### config.mk
export PLATFORM = sky130hd
export DESIGN_NAME = absdiff_frame_ctrl_flat
export DESIGN_NICKNAME = d
export VERILOG_FILES = /design/src/rtl/absdiff_frame_ctrl_if.sv /design/src/rtl/absdiff_frame_ctrl.sv /design/src/flat_wrapper.sv
export SDC_FILE = /design/constraint.sdc
export NUM_CORES = 1
export LEC_CHECK = 0
export ABC_AREA = 1
export CORE_ASPECT_RATIO = 0.75
export CORE_MARGIN = 2
export CORE_UTILIZATION = 40
export DETAILED_ROUTE_END_ITERATION = 10
export PLACE_DENSITY = 0.67
export SLEW_MARGIN = 25
export SYNTH_ARGS = -nofsm -noshare
export SYNTH_HDL_FRONTEND = slang
export SYNTH_SLANG_ARGS = --single-unit
### constraint.sdc
create_clock -name clock -period 6.9 [get_ports clock]
set_input_delay 2.07 -clock clock [delete_from_list [all_inputs] [get_ports clock]]
set_output_delay 2.07 -clock clock [all_outputs]
set_load 0.05 [all_outputs]
### src/rtl/absdiff_frame_ctrl_if.sv
// FIFO-side bundle for absdiff_frame_ctrl: x/y first-word-fall-through read ports and the z write port.
interface absdiff_frame_ctrl_if #(
  parameter int DATA_WIDTH = 32
);
  // Handshake: a read happens on the rising edge where rd_en=1, and rd_en is only
  // driven high while the matching empty flag is 0. A write happens on the rising
  // edge where wr_en=1, and wr_en is only driven high while full is 0.
  logic [DATA_WIDTH-1:0] x_dout;
  logic                  x_empty;
  logic                  x_rd_en;
  logic [DATA_WIDTH-1:0] y_dout;
  logic                  y_empty;
  logic                  y_rd_en;
  logic [DATA_WIDTH-1:0] z_din;
  logic                  z_full;
  logic                  z_wr_en;

  modport master (
    input  x_dout, x_empty, y_dout, y_empty, z_full,
    output x_rd_en, y_rd_en, z_din, z_wr_en
  );

  modport slave (
    output x_dout, x_empty, y_dout, y_empty, z_full,
    input  x_rd_en, y_rd_en, z_din, z_wr_en
  );
endinterface

### src/rtl/absdiff_frame_ctrl.sv
// Frame sequencer: reads frame_len x/y pairs, writes MARK_VALUE or 0 per |x-y| > threshold.
// Optional hit counter output enabled by defining ABSDIFF_HITCNT_EN.
module absdiff_frame_ctrl #(
  parameter int                    DATA_WIDTH = 32,
  parameter int                    LEN_WIDTH  = 16,
  parameter logic [DATA_WIDTH-1:0] MARK_VALUE = 'hFF
) (
  input  logic                  clock,
  input  logic                  reset,
  input  logic                  start,
  input  logic [LEN_WIDTH-1:0]  frame_len,
  input  logic [DATA_WIDTH-1:0] threshold,
  output logic                  busy,
  output logic                  done,
`ifdef ABSDIFF_HITCNT_EN
  output logic [LEN_WIDTH-1:0]  hit_count,
`endif
  output logic [1:0]            dbg_state,
  absdiff_frame_ctrl_if.master  fifo
);

  typedef enum logic [1:0] {
    S_IDLE  = 2'd0,
    S_READ  = 2'd1,
    S_WRITE = 2'd2,
    S_DONE  = 2'd3
  } state_t;

  state_t                state_q, state_d;
  logic [LEN_WIDTH-1:0]  len_q, cnt_q, cnt_next;
  logic [DATA_WIDTH-1:0] thr_q, diff_q, diff_d;
  logic                  start_acc, pair_ok, rd_fire, wr_fire, mark;

  assign start_acc = (state_q == S_IDLE) && start;
  assign pair_ok   = !fifo.x_empty && !fifo.y_empty;
  assign rd_fire   = (state_q == S_READ) && pair_ok;
  assign wr_fire   = (state_q == S_WRITE) && !fifo.z_full;
  assign cnt_next  = cnt_q + 1'b1;
  assign mark      = diff_q > thr_q;
  assign dbg_state = state_q;

  // Larger minus smaller, so the unsigned result never wraps.
  assign diff_d = (fifo.y_dout > fifo.x_dout) ? (fifo.y_dout - fifo.x_dout)
                                              : (fifo.x_dout - fifo.y_dout);

  always_comb begin
    state_d      = state_q;
    busy         = 1'b0;
    done         = 1'b0;
    fifo.x_rd_en = 1'b0;
    fifo.y_rd_en = 1'b0;
    fifo.z_wr_en = 1'b0;
    fifo.z_din   = '0;
    case (state_q)
      S_IDLE: begin
        if (start) state_d = (frame_len == '0) ? S_DONE : S_READ;
      end
      S_READ: begin
        busy = 1'b1;
        if (pair_ok) begin
          fifo.x_rd_en = 1'b1;
          fifo.y_rd_en = 1'b1;
          state_d      = S_WRITE;
        end
      end
      S_WRITE: begin
        busy = 1'b1;
        if (!fifo.z_full) begin
          fifo.z_wr_en = 1'b1;
          fifo.z_din   = mark ? MARK_VALUE : '0;
          state_d      = (cnt_next == len_q) ? S_DONE : S_READ;
        end
      end
      S_DONE: begin
        done    = 1'b1;
        state_d = S_IDLE;
      end
      default: state_d = S_IDLE;
    endcase
  end

  always_ff @(posedge clock or negedge reset) begin
    if (!reset) begin
      state_q <= S_IDLE;
      len_q   <= '0;
      thr_q   <= '0;
      cnt_q   <= '0;
      diff_q  <= '0;
    end else begin
      state_q <= state_d;
      if (start_acc) begin
        len_q <= frame_len;
        thr_q <= threshold;
        cnt_q <= '0;
      end
      if (rd_fire) diff_q <= diff_d;
      if (wr_fire) cnt_q  <= cnt_next;
    end
  end

`ifdef ABSDIFF_HITCNT_EN
  logic [LEN_WIDTH-1:0] hit_q;

  // Saturates so a long frame of marks never wraps back to a small count.
  always_ff @(posedge clock or negedge reset) begin
    if (!reset) begin
      hit_q <= '0;
    end else if (start_acc) begin
      hit_q <= '0;
    end else if (wr_fire && mark && (hit_q != '1)) begin
      hit_q <= hit_q + 1'b1;
    end
  end

  assign hit_count = hit_q;
`else
  // Without the hit counter there is no extra state to maintain.
`endif

endmodule

### src/flat_wrapper.sv
// flat-port wrapper written by rule: the top's interface ports become plain ports
module absdiff_frame_ctrl_flat 
#(
  parameter int                    DATA_WIDTH = 32,
  parameter int                    LEN_WIDTH  = 16,
  parameter logic [DATA_WIDTH-1:0] MARK_VALUE = 'hFF
)
  (clock, reset, start, frame_len, threshold, busy, done, dbg_state, fifo_x_dout, fifo_x_empty, fifo_y_dout, fifo_y_empty, fifo_z_full, fifo_x_rd_en, fifo_y_rd_en, fifo_z_din, fifo_z_wr_en);
  absdiff_frame_ctrl_if #(.DATA_WIDTH(DATA_WIDTH)) fifo_i ();
  input  logic clock;
  input  logic reset;
  input  logic start;
  input  logic [LEN_WIDTH-1:0] frame_len;
  input  logic [DATA_WIDTH-1:0] threshold;
  output logic busy;
  output logic done;
  output logic [1:0] dbg_state;
  input wire logic [$bits(fifo_i.x_dout)-1:0] fifo_x_dout;
  input wire logic [$bits(fifo_i.x_empty)-1:0] fifo_x_empty;
  input wire logic [$bits(fifo_i.y_dout)-1:0] fifo_y_dout;
  input wire logic [$bits(fifo_i.y_empty)-1:0] fifo_y_empty;
  input wire logic [$bits(fifo_i.z_full)-1:0] fifo_z_full;
  output wire logic [$bits(fifo_i.x_rd_en)-1:0] fifo_x_rd_en;
  output wire logic [$bits(fifo_i.y_rd_en)-1:0] fifo_y_rd_en;
  output wire logic [$bits(fifo_i.z_din)-1:0] fifo_z_din;
  output wire logic [$bits(fifo_i.z_wr_en)-1:0] fifo_z_wr_en;
  assign fifo_i.x_dout = fifo_x_dout;
  assign fifo_i.x_empty = fifo_x_empty;
  assign fifo_i.y_dout = fifo_y_dout;
  assign fifo_i.y_empty = fifo_y_empty;
  assign fifo_i.z_full = fifo_z_full;
  assign fifo_x_rd_en = fifo_i.x_rd_en;
  assign fifo_y_rd_en = fifo_i.y_rd_en;
  assign fifo_z_din = fifo_i.z_din;
  assign fifo_z_wr_en = fifo_i.z_wr_en;
  absdiff_frame_ctrl #(.DATA_WIDTH(DATA_WIDTH), .LEN_WIDTH(LEN_WIDTH), .MARK_VALUE(MARK_VALUE)) u_core (.clock(clock), .reset(reset), .start(start), .frame_len(frame_len), .threshold(threshold), .busy(busy), .done(done), .dbg_state(dbg_state), .fifo(fifo_i));
endmodule
# Word-level counts from Yosys, hierarchy flattened
# Index checks and enable logic that the tools add are counted.
# classes
add_sub_neg,3
magnitude_cmp,2
eq_ne,7
muxes,18
reduce_logical,12
# op_table
op,count
$mux W32,3
$gt A32 B32 Y1,2
$sub A32 B32 Y32,2
$mux W16,2
$add A16 B1 Y16 const B,1
$eq A16 B16 Y1,1
$logic_not A16 Y1,1
$mux W2,5
$mux W8,1
$pmux W2 S4,1
$mux W1,6
$eq A2 B2 Y1 const B,2
$logic_and A1 B1 Y1,4
$ne A2 B2 Y1 const B,2
$logic_not A1 Y1,3
$reduce_and A3 Y1,1
$eq A2 B1 Y1 const B,1
$logic_not A2 Y1,1
$ne A2 B1 Y1 const B,1
$reduce_bool A2 Y1,1
$reduce_or A2 Y1,1
# totals
register_bits,98
inputBits,118
output_inout_bits,39
wordCells,47

# Logic depth before layout (Yosys ltp)
# Gate-level depths: netlist of the first run.
# logic_depth
depth_word,5
ltp_mapped,19
depth_no_buf,18

# Worst setup path before layout of the first run
# No wires, ideal clock.
# synth_timing
path_type,input -> output
from,input port fifo_z_full
to,output port fifo_z_din[1]
t_arrival_ns,4.230
setup_slack_ns,0.600
stages,4
path_buffers,1
cell_sequence,nor2_1 -> nand2_1 -> nor2_1 -> buf_4
# synth_via
elab_chain_len,2
# synth_rtl
element,line,source
start: declaration,flat_wrapper.sv:22,input wire logic [$bits(fifo_i.z_full)-1:0] fifo_z_full;
$mux W32,absdiff_frame_ctrl.sv:68,if (!fifo.z_full) begin
$mux W32,absdiff_frame_ctrl.sv:54,case (state_q)
end: declaration,flat_wrapper.sv:25,output wire logic [$bits(fifo_i.z_din)-1:0] fifo_z_din;
# Every way passes these cells.

# Worst setup path after layout of the first run
# layout_timing
from,input port fifo_z_full
to,output port fifo_z_din[3]
# Same word-level chain as after synthesis.

==> metrics.csv, run 1 <==
stage;metric;value;unit
placed_design;place.gp.congestion;0.928;
floorplanning;fp-row-count;49;
timing;period_minus_slack;6.23;ns
synthesis;synth.distinct_cells;53;
layout;instances_no_fill;1889;
timing;slew_headroom;56.3;%
clocking;holdBufCountCts;0;
timing;setup_viol_count_final;0;
routing;drtPass1Iterations;5;
pwr;power;2.98;mW
synthesis;synth_cells;1464;
synthesis;synth_edf_count;0;
placed_design;dp_hpwl;23.0;mm
layout;final_util;47.8;%
hold_path;hold_class;register to register;
job;cap_violations;0;
clocking;clk_pin_slew;0.07;ns
routing;wire_per_inst;14.8;µm
placed_design;pre_cts_ws;0.659;ns
timing;fin_ws;0.672;ns
setup_path;cp.required;4.83;ns
routing;routed_wl;28.0;mm
routing;ant_nets;0;
timing;slew_viol_final;0;
floorplanning;initial_core_util;40.9;%
pwr;peakVddDrop;0.143;mV
layout;fin_area;11500;µm²
floorplanning;die-area;25900;µm²
placed_design;placed_cells;1873;
synthesis;yosysSeqAreaShare;25.0;%
setup_path;end_kind;output pin;
clocking;clk_path_buf_depth;2;
setup_path;crit_type;primary input to output pin;
clocking;cts-root-buf;clkbuf_16;
floorplanning;core_area;24000;µm²
setup_path;cp_max_fo;8;
setup_path;cp-start-kind;primary input;
placed_design;port_buffers;132;
routing;drc;0;
timing;finalSetupTns;0;ns
timing;rsz0062_at_grt;no;
floorplanning;die_x;185;µm
synthesis;synth_flop_cell;dfrtp_1;
layout;antennaDiodeCount;0;
global_routing;grt_pass1_vias;8703;
clocking;ctsResizeCount;0;
synthesis;synthTopCellsByArea;dfrtp_1, nand2_1, ha_1;
layout;drive_gt1_share;5.13;%
pwr;p_per_area;260;nW/µm²
timing;final_hold_viol_count;0;
synthesis;synth_warnings;0;
setup_path;critPathArrivalTime;4.16;ns
clocking;cts-buffers-inserted;9;
clocking;clock_sinks;98;
synthesis;yosys.area.top_type_share;25.0;%
timing;tightest_slew;0.656;ns
run_status;status;finished, final reports clean;
routing;drtIter0Drc;720;
synthesis;syn_area_per_cell;6.71;µm²
global_routing;grt_overflow_total;0;
global_routing;track_usage;21.6;%
clocking;tritoncts;done;
layout;area_growth;16.8;%
timing;clock.fmax;161;MHz
placed_design;placement.cell_area;11200;µm²
pwr;p_leak;5.77;nW
synthesis;yosysTopAreaCell;dfrtp_1;
global_routing;grt_pass1_wl;44.5;mm
clocking;post_cts_buffers;0;
routing;num_vias;9460;
synthesis;synth-seq-cells;98;
global_routing;grt_max_degree;65;
synthesis;netlist_area;9830;µm²
routing;viasPerCell;5.01;
floorplanning;io_pins;157;
timing;timing.final.crit_share;90.3;%
clocking;h-tree-depth;3;
floorplanning;fp.dieH;140;µm
clocking;insertion_delay;0.35;ns
global_routing;antenna_found_initial;0;
synthesis;async_reset_ff_share;100;%
layout;nNetsFinal;1774;
timing;finClkSkew;0.0112;ns
timing;timing.hold.ws;0.493;ns
## power by group
| part | leakage (nW) | total, mW | switching [mW] | internal (mW) |
|---|---|---|---|---|
| combinational | 4.45 | 1.50 | 0.936 | 0.563 |
| sequential | 1.17 | 0.952 | 0.142 | 0.811 |
| clock | 0.146 | 0.527 | 0.239 | 0.288 |
## per-layer routing
layer / vias up / track usage, % / wire length (µm)
met3: 13 / 2.98 / 1820
met4: 0 / 2.13 / 145
li1: 4820 / - / -
met1: 4358 / 34.6 / 14800
met5: - / 0 / 0
met2: 269 / 31.2 / 11200
## cell type report
class,count,area (µm²)
multi-input cells,1098,6160
well taps,331,414
clock inverters,7,85.1
clock buffers,9,225
repair buffers,136,1350
inverters,210,791
flip-flops and latches,98,2450
fillers,2539,12600
## logic make-up after synthesis
kind of cell | share of synthesized area, %
buffers and inverters | 13.3
DFF | 25.0
other | 0.0382
AOI/OAI and AO/OA | 15.6
muxes | 0.344
xor gates and xnor gates | 4.24
and+or+nand+nor | 28.2
adders and majority gates | 13.3
## cells in the mapped netlist (all sizes together) (3+ instances only)
library cell	count
a21oi	122
inv	210
nand4	14
dfrtp	98
or2	3
o22ai	11
a31oi	17
xor2	37
nor2	153
nand2	394
nand3b	6
xnor2	8
a21o	4
o21a	6
mux2	3
o21bai	9
nand3	69
ha	101
o211ai	7
buf	64
clkbuf	17
nor3	14
a21boi	6
o21ai	79
## sequential cells by signal (all words and copies together) (netlist names)
register,count
u_core.diff_q,32
u_core.thr_q,32
u_core.cnt_q,16
u_core.len_q,16
u_core.dbg_state,2
## worst max-delay path, cell delays in order
cell and delay (ns):
clkdlybuf4s50_1 0.43, nor2_1 0.24, nand2_1 0.09, nor2_1 0.41
clkdlybuf4s50_1 0.91
## cells in the final DEF (no fill, tap or decap), drive strengths merged, types with 2 or more instances in the layout
master	netlist	final
nor3	14	14
a211oi	2	2
nand3b	6	6
dfrtp	98	98
conb	1	24
ha	101	101
a31oi	17	17
o21a	6	6
o21bai	9	9
a21oi	122	122
nor2	153	153
buf	64	5
a21o	4	4
inv	210	213
clkdlybuf4s50	0	131
nand3	69	69
clkinvlp	0	2
fa	2	2
clkbuf	17	9
o21ai	79	79
mux2	3	3
o22ai	11	11
xnor2	8	8
or2	3	3
a21boi	6	6
nand2	394	394
nand4	14	14
nor4	2	2
o211ai	7	7
xor2	37	37
## path summary, 6_finish.rpt
| kind | end | cells past startpoint | startpoint | slack [ns] |
|---|---|---|---|---|
| setup reg to reg | u_core.cnt_q[10] | 8 | u_core.dbg_state[0] | 4.35 |
| min in group asynchronous | u_core.cnt_q[1] | 1 | reset | 1.74 |
| setup / recovery | fifo_z_din[3] | 5 | fifo_z_full | 0.67 |
| max in group asynchronous | u_core.len_q[9] | 2 | reset | 4.05 |
| hold / removal | u_core.diff_q[22] | 2 | u_core.diff_q[22] | 0.49 |
| hold reg to reg | u_core.diff_q[22] | 2 | u_core.diff_q[22] | 0.49 |
Note: power is estimated with default switching activity, not from simulation.
==> run 2: changes to the inputs <==
--- a/config.mk
+++ b/config.mk
@@ -7,7 +7,7 @@
 export LEC_CHECK = 0
 export ABC_AREA = 1
 export CORE_ASPECT_RATIO = 0.75
-export CORE_MARGIN = 2
+export CORE_MARGIN = 1
 export CORE_UTILIZATION = 40
 export DETAILED_ROUTE_END_ITERATION = 10
 export PLACE_DENSITY = 0.67
==> run 2 against run 1 <==
  * Worst setup slack improved by 0.053 ns
  * Via count down 0.82%
  * Sequential power fell by 0.4%
==> metrics.csv, run 2 (synthesized netlist as in run 1, its figures left out) <==
stage;metric;value;unit
run_status;status;finished, final reports clean;
routing;routed_wl;27.3;mm
pwr;p_sw;1.32;mW
clocking;cts-buffers-inserted;9;
setup_path;slowest_delay;0.91;ns
layout;fin_area;11500;µm²
routing;drc;0;
layout;drive_gt1_share;5.13;%
pwr;internal_power;1.63;mW
layout;nNetsFinal;1774;
hold_path;hold_class;register to register;
pwr;power.share.switching;44.7;%
layout;area_growth;16.6;%
placed_design;port_buffers;132;
setup_path;r2r_slack;4.43;ns
floorplanning;initial_core_util;40.9;%
timing;timing.final.crit_share;89.5;%
setup_path;crit_type;primary input to output pin;
pwr;peakVddDrop;0.163;mV
clocking;post_cts_buffers;0;
routing;viasPerCell;4.97;
floorplanning;fp-row-count;49;
global_routing;grt_overflow_total;0;
clocking;insertion_delay;0.35;ns
floorplanning;die-area;25200;µm²
layout;fill_cells;2512;
clocking;holdBufCountCts;0;
clocking;clk_path_buf_depth;2;
timing;slew_headroom;52.3;%
setup_path;r2r_start;u_core.dbg_state[0];
timing;tightest_slew;0.715;ns
global_routing;grt_max_degree;77;
layout;antennaDiodeCount;0;
timing;clock.fmax;162;MHz
global_routing;antenna_found_initial;0;
placed_design;place.gp.congestion;0.930;
hold_path;hp-start;u_core.diff_q[29];
layout;layout_commonest_cell;nand2_1;
clocking;clock_sinks;98;
layout;largest_registers;u_core.diff_q (32), u_core.thr_q (32);
timing;period_minus_slack;6.17;ns
routing;num_vias;9382;
setup_path;timing.rr.end;u_core.cnt_q[5];
global_routing;grt_pass1_vias;8742;
routing;drtIter0Drc;705;
floorplanning;die_x;183;µm
clocking;clk_pin_slew;0.07;ns
job;cap_violations;0;
floorplanning;fp.dieH;138;µm
setup_path;cp-start-kind;primary input;
routing;wire_per_inst;14.4;µm
pwr;power_frac_seq;32.2;%
routing;ant_nets;0;
setup_path;critPathArrivalTime;4.10;ns
pwr;pwr-share-comb;51.0;%
hold_path;holdPathEnd;u_core.diff_q[29];
timing;rsz0062_at_grt;no;
pwr;pwr-share-clk;16.8;%
setup_path;cp_max_fo;8;
setup_path;cp.required;4.83;ns
clocking;tritoncts;done;
pwr;p_per_area;257;nW/µm²
timing;final_hold_viol_count;0;
setup_path;r2r_cells;8;
timing;slew_viol_final;0;
layout;multi_input_area;6160;µm²
timing;finClkSkew;0.00692;ns
setup_path;cpMaxStageDelayCell;clkdlybuf4s50_1;
timing;finalSetupTns;0;ns
hold_path;hold_depth;2;
timing;timing.hold.ws;0.495;ns
layout;final_cell_mix;nand2_1, inv_1, nor2_1;
floorplanning;io_pins;157;
placed_design;placement.cell_area;11200;µm²
routing;drtPass1Iterations;5;
global_routing;track_usage;22.1;%
layout;seqCellArea;2450;µm²
clocking;h-tree-depth;3;
global_routing;grt_pass1_wl;44.1;mm
timing;setup_viol_count_final;0;
pwr;p_leak;5.77;nW
setup_path;worstPathCellList;clkdlybuf4s50_1 -> nor2_1 -> nand2_1 -> nor2_1 -> clkdlybuf4s50_1;
setup_path;end_kind;output pin;
clocking;cts-root-buf;clkbuf_16;
floorplanning;core_area;24000;µm²
clocking;ctsResizeCount;0;
placed_design;dp_hpwl;22.6;mm
## run 2: cell types whose count changed in the layout (fill, tap and decap cells not counted)
cell / change
inv_6: +3
inv_8: -2
buf_4: -1
buf_6: +1
bufinv_16: -1
clkinv_4: +1
clkinvlp_4: -1
nand2_2: -1
nand2_4: +1
## run 2: critical path: cells and delay by family
family                 cells  cell delay (ns)
buffers and inverters      2             1.35
and+or+nand+nor            3             0.68
## run 2: per-stage QoR
step | utilization [%] | power, mW | cells | worst slack [ns]
after global placement | 46.5 | 2.41 | 1873 | 0.701
after floorplan | - | 2.04 | 1487 | 0.600
after detailed placement | 46.5 | 2.45 | 1873 | 0.657
after global routing | 47.7 | 3.23 | 1889 | 0.557
after CTS | 47.6 | 2.96 | 1889 | 0.655
final | 47.7 | 2.94 | 1889 | 0.725
## run 2: layer usage
layer | global-route usage, % | routed length (µm)
met5 | 0 | 0
met4 | 3.01 | 185
met3 | 2.46 | 1430
met2 | 33.0 | 10900
met1 | 34.3 | 14700
## run 2: layout make-up
class / count / area share [%]
clock buffer: 9 / 1.97
clock inverter: 7 / 0.524
inverter: 210 / 6.90
multi-input combinational: 1098 / 53.8
sequential: 98 / 21.4
tap: 331 / 3.61
timing repair buffer: 136 / 11.8
## run 2: worst max-delay path by stage
stage | from | endpoint | slack (ns)
detailed placement | fifo_z_full | fifo_z_din[4] | 0.66
global route | fifo_z_full | fifo_z_din[4] | 0.56
floorplan | fifo_z_full | fifo_z_din[1] | 0.60
global placement | fifo_z_full | fifo_z_din[1] | 0.70
finish | fifo_z_full | fifo_z_din[4] | 0.73
CTS | fifo_z_full | fifo_z_din[4] | 0.66
## run 2: power by group through the flow
stage          registers, mW  clock network [mW]  logic, mW
2_1_floorplan          0.933                   0       1.11
3_5_place_dp           0.959                   0       1.50
6_report               0.948               0.495       1.50
5_1_grt                0.979               0.529       1.72
4_1_cts                0.951               0.507       1.50
3_3_place_gp           0.958                   0       1.45
